[config.mk]
export PLATFORM = sky130hd
export DESIGN_NAME = mux_2to1
export DESIGN_NICKNAME = d
export VERILOG_FILES = /design/src/rtl/mux_2to1.sv
export SDC_FILE = /design/constraint.sdc
export NUM_CORES = 1
export LEC_CHECK = 0
export ABC_CLOCK_PERIOD_IN_PS = 2060
export BUFFER_PORTS_ARGS = -buffer_cell sky130_fd_sc_hd__buf_2
export CAP_MARGIN = 20
export CELL_PAD_IN_SITES_DETAIL_PLACEMENT = 1
export CELL_PAD_IN_SITES_GLOBAL_PLACEMENT = 1
export CORE_MARGIN = 2
export CORE_UTILIZATION = 35
export CTS_CLUSTER_SIZE = 10
export DETAILED_ROUTE_END_ITERATION = 10
export PLACE_DENSITY_LB_ADDON = 0.08
export SYNTH_ARGS = -nofsm -noshare
export SYNTH_HDL_FRONTEND = slang
export SYNTH_SLANG_ARGS = --single-unit
[constraint.sdc]
create_clock -name clk -period 2.06 [get_ports clk]
set_input_delay 0.515 -clock clk [delete_from_list [all_inputs] [get_ports clk]]
set_output_delay 0.515 -clock clk [all_outputs]
set_load 0.01 [all_outputs]
[src/rtl/mux_2to1.sv]
// 2:1 data mux with zero-latency output plus registered copy, select monitor and saturating switch counter.
// Latency: out 0 cycles, registered side-band 1 cycle; no backpressure, always accepts inputs.
module mux_2to1 #(
  parameter int WIDTH = 4,
  parameter int CNT_W = 8
) (
  input  logic             clk,
  input  logic             rst,
  input  logic [WIDTH-1:0] a,
  input  logic [WIDTH-1:0] b,
  input  logic             sel,
  output logic [WIDTH-1:0] out,
  output logic [WIDTH-1:0] out_q,
  output logic             sel_q,
  output logic             sel_chg,
  output logic [CNT_W-1:0] switch_cnt
);

  logic [WIDTH-1:0] data_q, data_d;
  logic             sel_prev_q, sel_prev_d;
  logic             chg_q, chg_d;
  logic [CNT_W-1:0] cnt_q, cnt_d;

  always_comb begin
    out = sel ? b : a;
  end

  // Counter saturates at all-ones so debug readers never see a wrap.
  always_comb begin
    data_d     = out;
    sel_prev_d = sel;
    chg_d      = (sel != sel_prev_q);
    cnt_d      = cnt_q;
    if (chg_d && (cnt_q != {CNT_W{1'b1}})) begin
      cnt_d = cnt_q + CNT_W'(1);
    end
  end

  always_ff @(posedge clk or posedge rst) begin
    if (rst) begin
      data_q     <= '0;
      sel_prev_q <= 1'b0;
      chg_q      <= 1'b0;
      cnt_q      <= '0;
    end else begin
      data_q     <= data_d;
      sel_prev_q <= sel_prev_d;
      chg_q      <= chg_d;
      cnt_q      <= cnt_d;
    end
  end

  assign out_q      = data_q;
  assign sel_q      = sel_prev_q;
  assign sel_chg    = chg_q;
  assign switch_cnt = cnt_q;

endmodule

* Word-level counts from Yosys, hierarchy flattened
Cells that the tools add are included.
Storage, ports and cells: register bits after elaboration 14, input port bits 11, output and inout bits 18, logic and storage cells 9
Cells by class: add/subtract/negate cells 1, equal/unequal tests 2, multiplexer cells 1, reductions and logical operators 1
Operators with widths (number):
- $add 8x1->8 const B | 1
- $ne 8x8->1 const B | 1
- $mux 4 | 1
- $logic_and 1x1->1 | 1
- $ne 1x1->1 | 1

* Depth between registers and ports, before layout
Gate-level depths: netlist of the first run.
depth in word-level cells 2, mapped depth 5

* Worst setup path after synthesis of the first run
No wires, ideal clock.
path type register -> register, start point register cnt_q[0], in the netlist switch_cnt[0], end point register cnt_q[1], in the netlist switch_cnt[1], setup time 0.125 ns, data arrival time 1.357 ns, data required time 1.935 ns, slack 0.579 ns, stages on the path, launching flop included 6, buffers on the path 0, clock period less this slack 1.481 ns, path through dfrtp_1 -> ha_1 -> and3_1 -> nand2_1 -> nand2_1 -> mux2_2
Between the ends: longest elaborated chain between the ends 2, elaborated cells on any way between the ends 3, those cells by class add/sub: 1; eq/ne: 1; reduce/logical: 1
RTL lines:
- start, declared | line 22 | logic [CNT_W-1:0] cnt_q, cnt_d;
- start signal, assigned | line 49 | cnt_q <= cnt_d;
- parallel branches: the longest is 2 deep, another holds $add 8x1->8
Several ways; the timed one is not identified. A chain may end at the register's enable or synchronous reset.

* Final worst setup path of the first run
start point input port sel, end point output port out[3]
Between the ends: longest elaborated chain between the ends 1
RTL lines:
- start, declared | line 11 | input logic sel,
- $mux 4 | line 25 | out = sel ? b : a;
- end, declared | line 12 | output logic [WIDTH-1:0] out,
Every way passes these cells.

==> results of run 1 <==
[worst paths after layout]
check	slack (ns)	endpoint	cells past startpoint
max	0.36	out[3]	3
min	0.27	switch_cnt[7]	2
max reg2reg	0.47	switch_cnt[1]	5
min reg2reg	0.53	switch_cnt[0]	1
max in group asynchronous	1.43	out_q[1]	2
min in group clk	0.45	sel_q	1
[metal layers]
layer | global-route usage (%) | share of wire, %
met1 | 17.4 | 43
met5 | 0 | 0
met3 | 2.78 | 7.0
met2 | 22.5 | 49
met4 | 5.29 | 0.40
[Yosys cell counts (all sizes together)]
cell type / instances / area [µm²]
a21oi: 4 / 20.0
a31oi: 1 / 6.26
a41oi: 1 / 8.76
and3: 3 / 20.0
and4: 2 / 20.0
dfrtp: 14 / 350
ha: 1 / 12.5
inv: 2 / 7.51
mux2: 6 / 67.6
nand2: 6 / 22.5
nand4: 2 / 18.8
nor2: 2 / 7.51
xnor2: 3 / 26.3
xor2: 1 / 16.3
[through the flow]
stage / total power, mW / util (%)
2_1_floorplan: 0.599 / -
3_3_place_gp: 0.722 / 46.3
3_5_place_dp: 0.729 / 46.3
4_1_cts: 0.923 / 48.5
5_1_grt: 0.981 / 48.5
6_report: 0.912 / 48.5
[layout make-up]
| type | count | area share, % |
|---|---|---|
| timing repair buffer | 29 | 18.2 |
| tap | 17 | 2.63 |
| clock buffer | 4 | 4.48 |
| sequential | 14 | 43.3 |
| multi-input combinational | 32 | 30.4 |
| inverter | 2 | 0.927 |
[power groups by stage]
stage	registers, mW	clock network (mW)	logic [mW]
final	0.435	0.196	0.282
after global routing	0.454	0.210	0.318
after CTS	0.436	0.200	0.288
after detailed placement	0.443	0	0.286
after global placement	0.441	0	0.282
after floorplan	0.463	0	0.136
[cell families after synthesis]
group / count (synthesis) / share of synthesized area [%]
flip-flops: 14 / 58.0
AND/OR/NAND/NOR: 15 / 14.7
XOR/XNOR: 4 / 7.04
adder cells (fa/ha/maj): 1 / 2.07
AO/OA/AOI/OAI: 6 / 5.80
multiplexers: 6 / 11.2
buffers and inverters: 2 / 1.24
[state kept, by name (all words and copies together), names as in the netlist]
name	count
switch_cnt	8
sel_chg	1
out_q	4
sel_q	1
==> impl_metrics.ini, run 1 <==
[outcome]
run_status = finished, final reports clean

[routing]
drc = 0
postRouteAntennaNets = 0
routed_via_density = 4.98
drt_iter0_markers = 0
drtPass1Iterations = 1
avgRoutedWirePerCell_um = 12.7
wirelength_um = 1240
detailroute.via_count = 488

[clock_tree]
clock_h_tree_levels = 1
cts-resized-gates = 0
cts_setup_buffers = 0
cts_buffers = 3
clk_pin_slew_ns = 0.09
cts_root_buffer = clkbuf_4
max-clock-path-buffers = 2
cts.hold.buffers_added = 0
tritoncts = done
clkLatencyLatePin_ns = 0.27
numClockSinks = 14

[critical_path]
cp_cell_sequence = buf_2 > mux2_2 > buf_2
timing.critical_path.buf_inv = 2
critical_path_source_type = primary input
critical_path.endpoint_type = primary output
timing.critical_path.from = sel
crit_arrival_ns = 1.19
cp_max_stage_cell = mux2_2
worst-path-max-fanout = 6
crit_required_ns = 1.54
cp_common_cell = buf_2
criticalPathCategory = primary input to primary output
critical_path.reg2reg.startpoint = switch_cnt[0]
path_delay_family = multiplexers
maximum_cell_stage_delay_along_the_critical_path_ns = 0.37

[pwr]
combPwrFrac_pct = 30.9
cellLeakagePower_nw = 0.407
clockPowerShare_pct = 21.4
irDropWorstVdd_mv = 0.580
seq_power_share_pct = 47.6
power-per-cell-area_nw_per_um2 = 1130
p_sw_share_pct = 34.4
power.switching_mw = 0.314
power_report.internal_total_mw = 0.599

[floorplanning]
die_width_um = 45.6
area_of_the_die_um2 = 2080
io_pins = 29
dieHeight_um = 45.6
core.rowCount = 15
core_region_area_um2 = 1670
initial_core_util_pct = 36.2

[logic_synthesis]
yosys_warnings = 0
netlist_area_pre_place_um2 = 604
yosys_register_bits = 14
synthesis.nets = 60
post_synth.cell_area_avg_um2 = 12.6
netlist-cell-type-count = 17
post_synthesis_instance_total = 48
share_of_synthesized_area_occupied_by_flip_flops_and_latches_pct = 58.0

[sta]
max_slew_margin_pct = 63.9
skew_ns = 0.00475
timing.fmax_mhz = 587
worst_slack_ns = 0.356
final_min_period_over_clock_period_pct = 82.7
report.final.hold_viol_count = 0
finalMaxSlewViolations = 0
final.hold.worst_slack_ns = 0.266
fin_setup_tns_ns = 0
worst_pin_slew_ns = 0.541
rsz0062_at_grt = false
period_needed_ns = 1.70
timing.final.setup_violations = 0

[global_route]
grt_first_pass_wirelength_um = 2010
initial_antenna_violation_count = 0
grt_use_total_pct = 13.7
first_global_vias = 444
overflow = 0
grt_max_degree = 15

[finish]
most-common-layout-cells = 28 x buf_2, 14 x dfrtp_1, 6 x nand2_1, 6 x mux2_2, 4 x a21oi_1
multi_input_comb_area_um2 = 246
finalNonFillerCells = 98
n_antenna_cell = 0
drive_gt1_share_pct = 53.1
layout_commonest_cell = buf_2
num-fill-cells = 201
nNetsFinal = 94
postLayoutCellArea_um2 = 810
areaGrowthSynthToFinish_pct = 34.0
final-seq-area_um2 = 350

[place]
placed_instance_count = 94
dp_hpwl_um = 1020
dp_worst_setup_slack_ns = 0.346
port_buffers = 28
place_congestion = 0.693
dpl-instance-area_um2 = 773

[worst_hold_path]
min_path_type = primary input to asynchronous set/reset pin

[run]
maxCapViolations = 0
No activity file was read; power rests on OpenSTA's default activity.
==> run 2, diff against run 1 <==
--- a/config.mk
+++ b/config.mk
@@ -5,13 +5,13 @@
 export SDC_FILE = /design/constraint.sdc
 export NUM_CORES = 1
 export LEC_CHECK = 0
-export ABC_CLOCK_PERIOD_IN_PS = 2060
+export ABC_CLOCK_PERIOD_IN_PS = 1490
 export BUFFER_PORTS_ARGS = -buffer_cell sky130_fd_sc_hd__buf_2
 export CAP_MARGIN = 20
 export CELL_PAD_IN_SITES_DETAIL_PLACEMENT = 1
 export CELL_PAD_IN_SITES_GLOBAL_PLACEMENT = 1
 export CORE_MARGIN = 2
-export CORE_UTILIZATION = 35
+export CORE_UTILIZATION = 29
 export CTS_CLUSTER_SIZE = 10
 export DETAILED_ROUTE_END_ITERATION = 10
 export PLACE_DENSITY_LB_ADDON = 0.08
==> constraint.sdc (replaced) <==
create_clock -name clk -period 1.49 [get_ports clk]
set_input_delay 0.3725 -clock clk [delete_from_list [all_inputs] [get_ports clk]]
set_output_delay 0.3725 -clock clk [all_outputs]
set_load 0.01 [all_outputs]
==> impl_metrics.ini, run 2 (synthesis results as in run 1) <==
[pwr]
irDropWorstVdd_mv = 0.845
combPwrFrac_pct = 44.0
power-per-cell-area_nw_per_um2 = 1520
p_total_mw = 1.34
cellLeakagePower_nw = 0.441
power_report.internal_total_mw = 0.884
power.switching_mw = 0.452
clockPowerShare_pct = 15.2
seq_power_share_pct = 40.8
p_sw_share_pct = 33.8

[global_route]
initial_antenna_violation_count = 0
grt_use_total_pct = 13.0
grt_busiest_layer = met2
met3_usage_pct = 2.73
first_global_vias = 549
overflow = 0
grt_first_pass_wirelength_um = 2410
grt_max_degree = 15
grt_util_met1_pct = 16.2
grt_util_met2_pct = 21.6

[sta]
finalMaxSlewViolations = 0
skew_ns = 0.00528
timing.final.setup_violations = 0
period_needed_ns = 1.43
final_min_period_over_clock_period_pct = 95.7
max_slew_margin_pct = 65.5
timing.fmax_mhz = 702
report.final.hold_viol_count = 0
worst_slack_ns = 0.0646
final.hold.worst_slack_ns = 0.117
worst_pin_slew_ns = 0.517

[clock_tree]
clkLatencyLatePin_ns = 0.27
cts_buffers = 3
cts_root_buffer = clkbuf_4
tritoncts = done
numClockSinks = 14
clock_h_tree_levels = 1
max-clock-path-buffers = 2
clk_pin_slew_ns = 0.08

[critical_path]
criticalPathCategory = flop to flop
cp_max_stage_cell = dfrtp_1
worstReg2RegEnd = switch_cnt[1]
critical_path_source_type = flop
cp_cell_sequence = ha_1 > and3_4 > nand2_1 > nand2_1 > mux2_2
worst-path-max-fanout = 5
maximum_cell_stage_delay_along_the_critical_path_ns = 0.39
cp_common_cell = nand2_1
critical_path.endpoint_type = flop
critical_path.reg2reg.startpoint = switch_cnt[1]
timing.reg2reg.setup_slack_ns = 0.06
crit_arrival_ns = 1.59
path_delay_family = flip-flops
worstRegToRegCells = 5
timing.critical_path.buf_inv = 0
crit_required_ns = 1.65

[routing]
drt_iter0_markers = 3
drtPass1Iterations = 2
drc = 0
wirelength_um = 1370
routed_via_density = 4.44
postRouteAntennaNets = 0
detailroute.via_count = 515
avgRoutedWirePerCell_um = 11.8

[worst_hold_path]
min_path_type = primary input to asynchronous set/reset pin

[finish]
areaGrowthSynthToFinish_pct = 45.8
nNetsFinal = 103
multi_input_comb_area_um2 = 251
most-common-layout-cells = 28 x buf_2, 14 x dfrtp_1, 10 x buf_4
drive_gt1_share_pct = 58.4
largest_register_ffs = 8
final-seq-area_um2 = 350
final_core_utilization_pct = 44.9
n_antenna_cell = 0
layout_commonest_cell = buf_2
num-fill-cells = 250

[place]
dp_worst_setup_slack_ns = -0.00609
port_buffers = 28
dp_hpwl_um = 1160
place_congestion = 0.708

[floorplanning]
dieHeight_um = 49.7
area_of_the_die_um2 = 2470
core.rowCount = 16
die_width_um = 49.7
io_pins = 29
core_region_area_um2 = 1960
initial_core_util_pct = 30.8

[outcome]
run_status = finished, final reports clean

[run]
maxCapViolations = 0
==> run 2: cell count changes in the layout (fill, tap and decap cells not counted), sizes merged <==
cell | previous run | this run
buf | 29 | 38
clkbuf | 4 | 3
==> run 2: worst max-delay path by stage <==
stage | from | to | slack, ns | cells past startpoint
6_report | switch_cnt[1] | switch_cnt[1] | 0.06 | 5
4_1_cts | switch_cnt[1] | switch_cnt[1] | 0.03 | 5
3_5_place_dp | switch_cnt[1] | switch_cnt[1] | -0.006 | 5
5_1_grt | switch_cnt[1] | switch_cnt[1] | -0.03 | 5
3_3_place_gp | switch_cnt[1] | switch_cnt[1] | 0.002 | 5
2_1_floorplan | switch_cnt[0] | switch_cnt[1] | 0.009 | 5
==> run 2: what timing repair did <==
action                                  4_1_cts  5_1_grt
setup buffers                                 0        2
hold buffers                                  0        0
endpoints found under the setup margin        1        3
resized for setup                             1        1
==> run 2: metrics by stage <==
| stage | cell area [µm²] | TNS [ns] | cells |
|---|---|---|---|
| 4_1_cts | 862 | 0 | 114 |
| 6_report | 881 | 0 | 116 |
| 3_5_place_dp | 838 | -0.00609 | 111 |
| 5_1_grt | 881 | -0.0257 | 116 |
| 2_1_floorplan | 604 | 0 | 48 |
| 3_3_place_gp | 838 | 0 | 111 |
==> run 2: power groups by stage <==
stage                     Combinational, mW  Clock [mW]  Sequential [mW]
final                                 0.588       0.203            0.544
after global routing                  0.655       0.232            0.562
after detailed placement              0.553           0            0.556
after floorplan                       0.189           0            0.640
after CTS                             0.558       0.214            0.548
after global placement                0.553           0            0.551
==> run 2: cell type report <==
cell class                 instances  share of cell area, %
clock buffer                       3                   2.56
timing repair buffer              38                   24.4
multi-input combinational         32                   28.6
inverter                           2                  0.852
sequential                        14                   39.8
tap                               27                   3.84
==> run 2: per-layer routing <==
metal,share of wire [%],vias to the layer above
li1,-,252
met1,44,243
met2,50,20
met3,5.9,0
met4,0,0
met5,0,-
==> run 3, diff against run 2 <==
--- a/config.mk
+++ b/config.mk
@@ -5,6 +5,7 @@
 export SDC_FILE = /design/constraint.sdc
 export NUM_CORES = 1
 export LEC_CHECK = 0
+export ABC_AREA = 1
 export ABC_CLOCK_PERIOD_IN_PS = 1490
 export BUFFER_PORTS_ARGS = -buffer_cell sky130_fd_sc_hd__buf_2
 export CAP_MARGIN = 20
==> impl_metrics.ini, run 3 <==
[outcome]
run_status = finished, final reports clean

[run]
maxCapViolations = 0

[logic_synthesis]
synth.largest_area_cell = dfrtp_1
post_synth.cell_area_avg_um2 = 8.90
netlist-cell-type-count = 16
dominant_cells_by_area_after_synthesis = dfrtp_1 50%, nand2_1 17%, mux2_2 6.4%
synthFlopType = dfrtp_1
synth_async_sr_flop_share_pct = 100
synthesis.nets = 91
post-synth-top-count-cell = nand2_1
synth_largest_type_area_fraction_pct = 49.8
yosys_register_bits = 14
yosys_warnings = 0
synth_edf_count = 0
post_synthesis_instance_total = 79
netlist_area_pre_place_um2 = 703
share_of_synthesized_area_occupied_by_flip_flops_and_latches_pct = 49.8
synthTopCellsByCount = 32 x nand2_1, 14 x dfrtp_1, 7 x nor2_1

[sta]
report.final.hold_viol_count = 0
timing.final.setup_violations = 0
worst_pin_slew_ns = 0.544
rsz0062_at_grt = false
timing.fmax_mhz = 722
period_needed_ns = 1.39
worst_slack_ns = 0.105
max_slew_margin_pct = 63.7
fin_setup_tns_ns = 0
final_min_period_over_clock_period_pct = 93.0
finalMaxSlewViolations = 0
final.hold.worst_slack_ns = 0.117
skew_ns = 0.00316

[critical_path]
critical_path.endpoint_type = primary output
critical_path.reg2reg.startpoint = switch_cnt[1]
crit_required_ns = 1.12
timing.reg2reg.setup_slack_ns = 0.18
crit_arrival_ns = 1.01
worst-path-max-fanout = 5
critical_path_source_type = primary input
criticalPathCategory = primary input to primary output
worstRegToRegCells = 8
worstReg2RegEnd = switch_cnt[1]

[global_route]
grt_max_degree = 15
grt_use_total_pct = 13.9
overflow = 0
first_global_vias = 623
initial_antenna_violation_count = 0
grt_first_pass_wirelength_um = 2750

[finish]
n_antenna_cell = 0
final-seq-area_um2 = 352
multi_input_comb_area_um2 = 323
layout_commonest_cell = nand2_1
num-fill-cells = 290
nNetsFinal = 125
largest_register_ffs = 8
most-common-layout-cells = 32 x nand2_1, 28 x buf_2, 13 x dfrtp_1
drive_gt1_share_pct = 38.4
areaGrowthSynthToFinish_pct = 31.7

[floorplanning]
area_of_the_die_um2 = 2830
io_pins = 29
die_width_um = 53.2
core.rowCount = 17
core_region_area_um2 = 2250
initial_core_util_pct = 31.2
dieHeight_um = 53.2

[place]
port_buffers = 28
dp_worst_setup_slack_ns = 0.100
dp_hpwl_um = 1310
place_congestion = 0.746

[routing]
drt_iter0_markers = 9
detailroute.via_count = 645
postRouteAntennaNets = 0
routed_via_density = 4.61
wirelength_um = 1650
drc = 0
drtPass1Iterations = 4
avgRoutedWirePerCell_um = 11.8

[clock_tree]
max-clock-path-buffers = 2
cts_setup_buffers = 0
tritoncts = done
clkLatencyLatePin_ns = 0.28
cts_buffers = 3
clock_h_tree_levels = 1
cts_root_buffer = clkbuf_4
numClockSinks = 14
clk_pin_slew_ns = 0.09

[worst_hold_path]
min_path_type = primary input to asynchronous set/reset pin

[pwr]
irDropWorstVdd_mv = 0.554
cellLeakagePower_nw = 0.470
power-per-cell-area_nw_per_um2 = 1300
run 3: cell types whose count changed after synthesis, moves of 2 or more:
cell	previous run	this run
nand3_1	0	4
nand2_1	6	32
inv_1	2	5
mux2_2	6	4
a21oi_1	4	0
and3_1	2	0
nor2_1	2	7
run 3: final cells by class:
class	count	share of cell area, %
repair buffers	30	16.8
clock buffers	4	3.92
well taps	28	3.78
inverters	6	2.70
multi-input cells	58	34.9
flip-flops and latches	14	38.0
run 3: report_power, final:
part	switching, mW	leakage (nW)	internal [mW]
registers	0.0963	0.169	0.456
logic	0.199	0.280	0.177
clock network	0.130	0.0210	0.149
run 3: worst max path at each step:
stage | cells after the start | endpoint | startpoint
global route | 8 | switch_cnt[1] | switch_cnt[1]
finish | 3 | out[3] | sel
floorplan | 2 | out[0] | sel
CTS | 3 | out[3] | sel
global placement | 3 | out[2] | sel
detailed placement | 3 | out[3] | sel
run 3: kinds of logic after synthesis:
group                      Yosys count  share of synthesized area (%)
xor gates and xnor gates             5                           8.90
muxes                                4                           6.41
buffers and inverters                7                           4.63
and+or+nand+nor                     46                           27.0
DFF                                 14                           49.8
adders and majority gates            1                           1.78
AOI/OAI and AO/OA                    2                           1.42
run 3: layer usage:
metal  share of wire, %  global-route usage [%]  vias up
li1                   -                       -      310
met1                 44                    17.8      310
met2                 49                    21.8       23
met3                6.0                    4.24        2
met4               0.91                    5.13        0
met5                  0                       0        -
run 3: worst max-delay path, stage by stage:
cell	delay [ns]
buf_2	0.14
mux2_2	0.36
buf_2	0.14
run 3: repair_timing:
action,CTS,global route
gates resized for setup,0,2
hold buffers,0,0
endpoints found under the hold margin,0,0
endpoints found under the setup margin,0,6
run 3: stage by stage:
step                power, mW  area [µm²]  utilization (%)  cells
floorplan               0.774         703                -     79
global placement        0.925         886             39.3    136
detailed placement      0.934         886             39.3    136
CTS                      1.22         922             40.9    140
global route             1.30         926             41.1    140
finish                   1.21         926             41.1    140
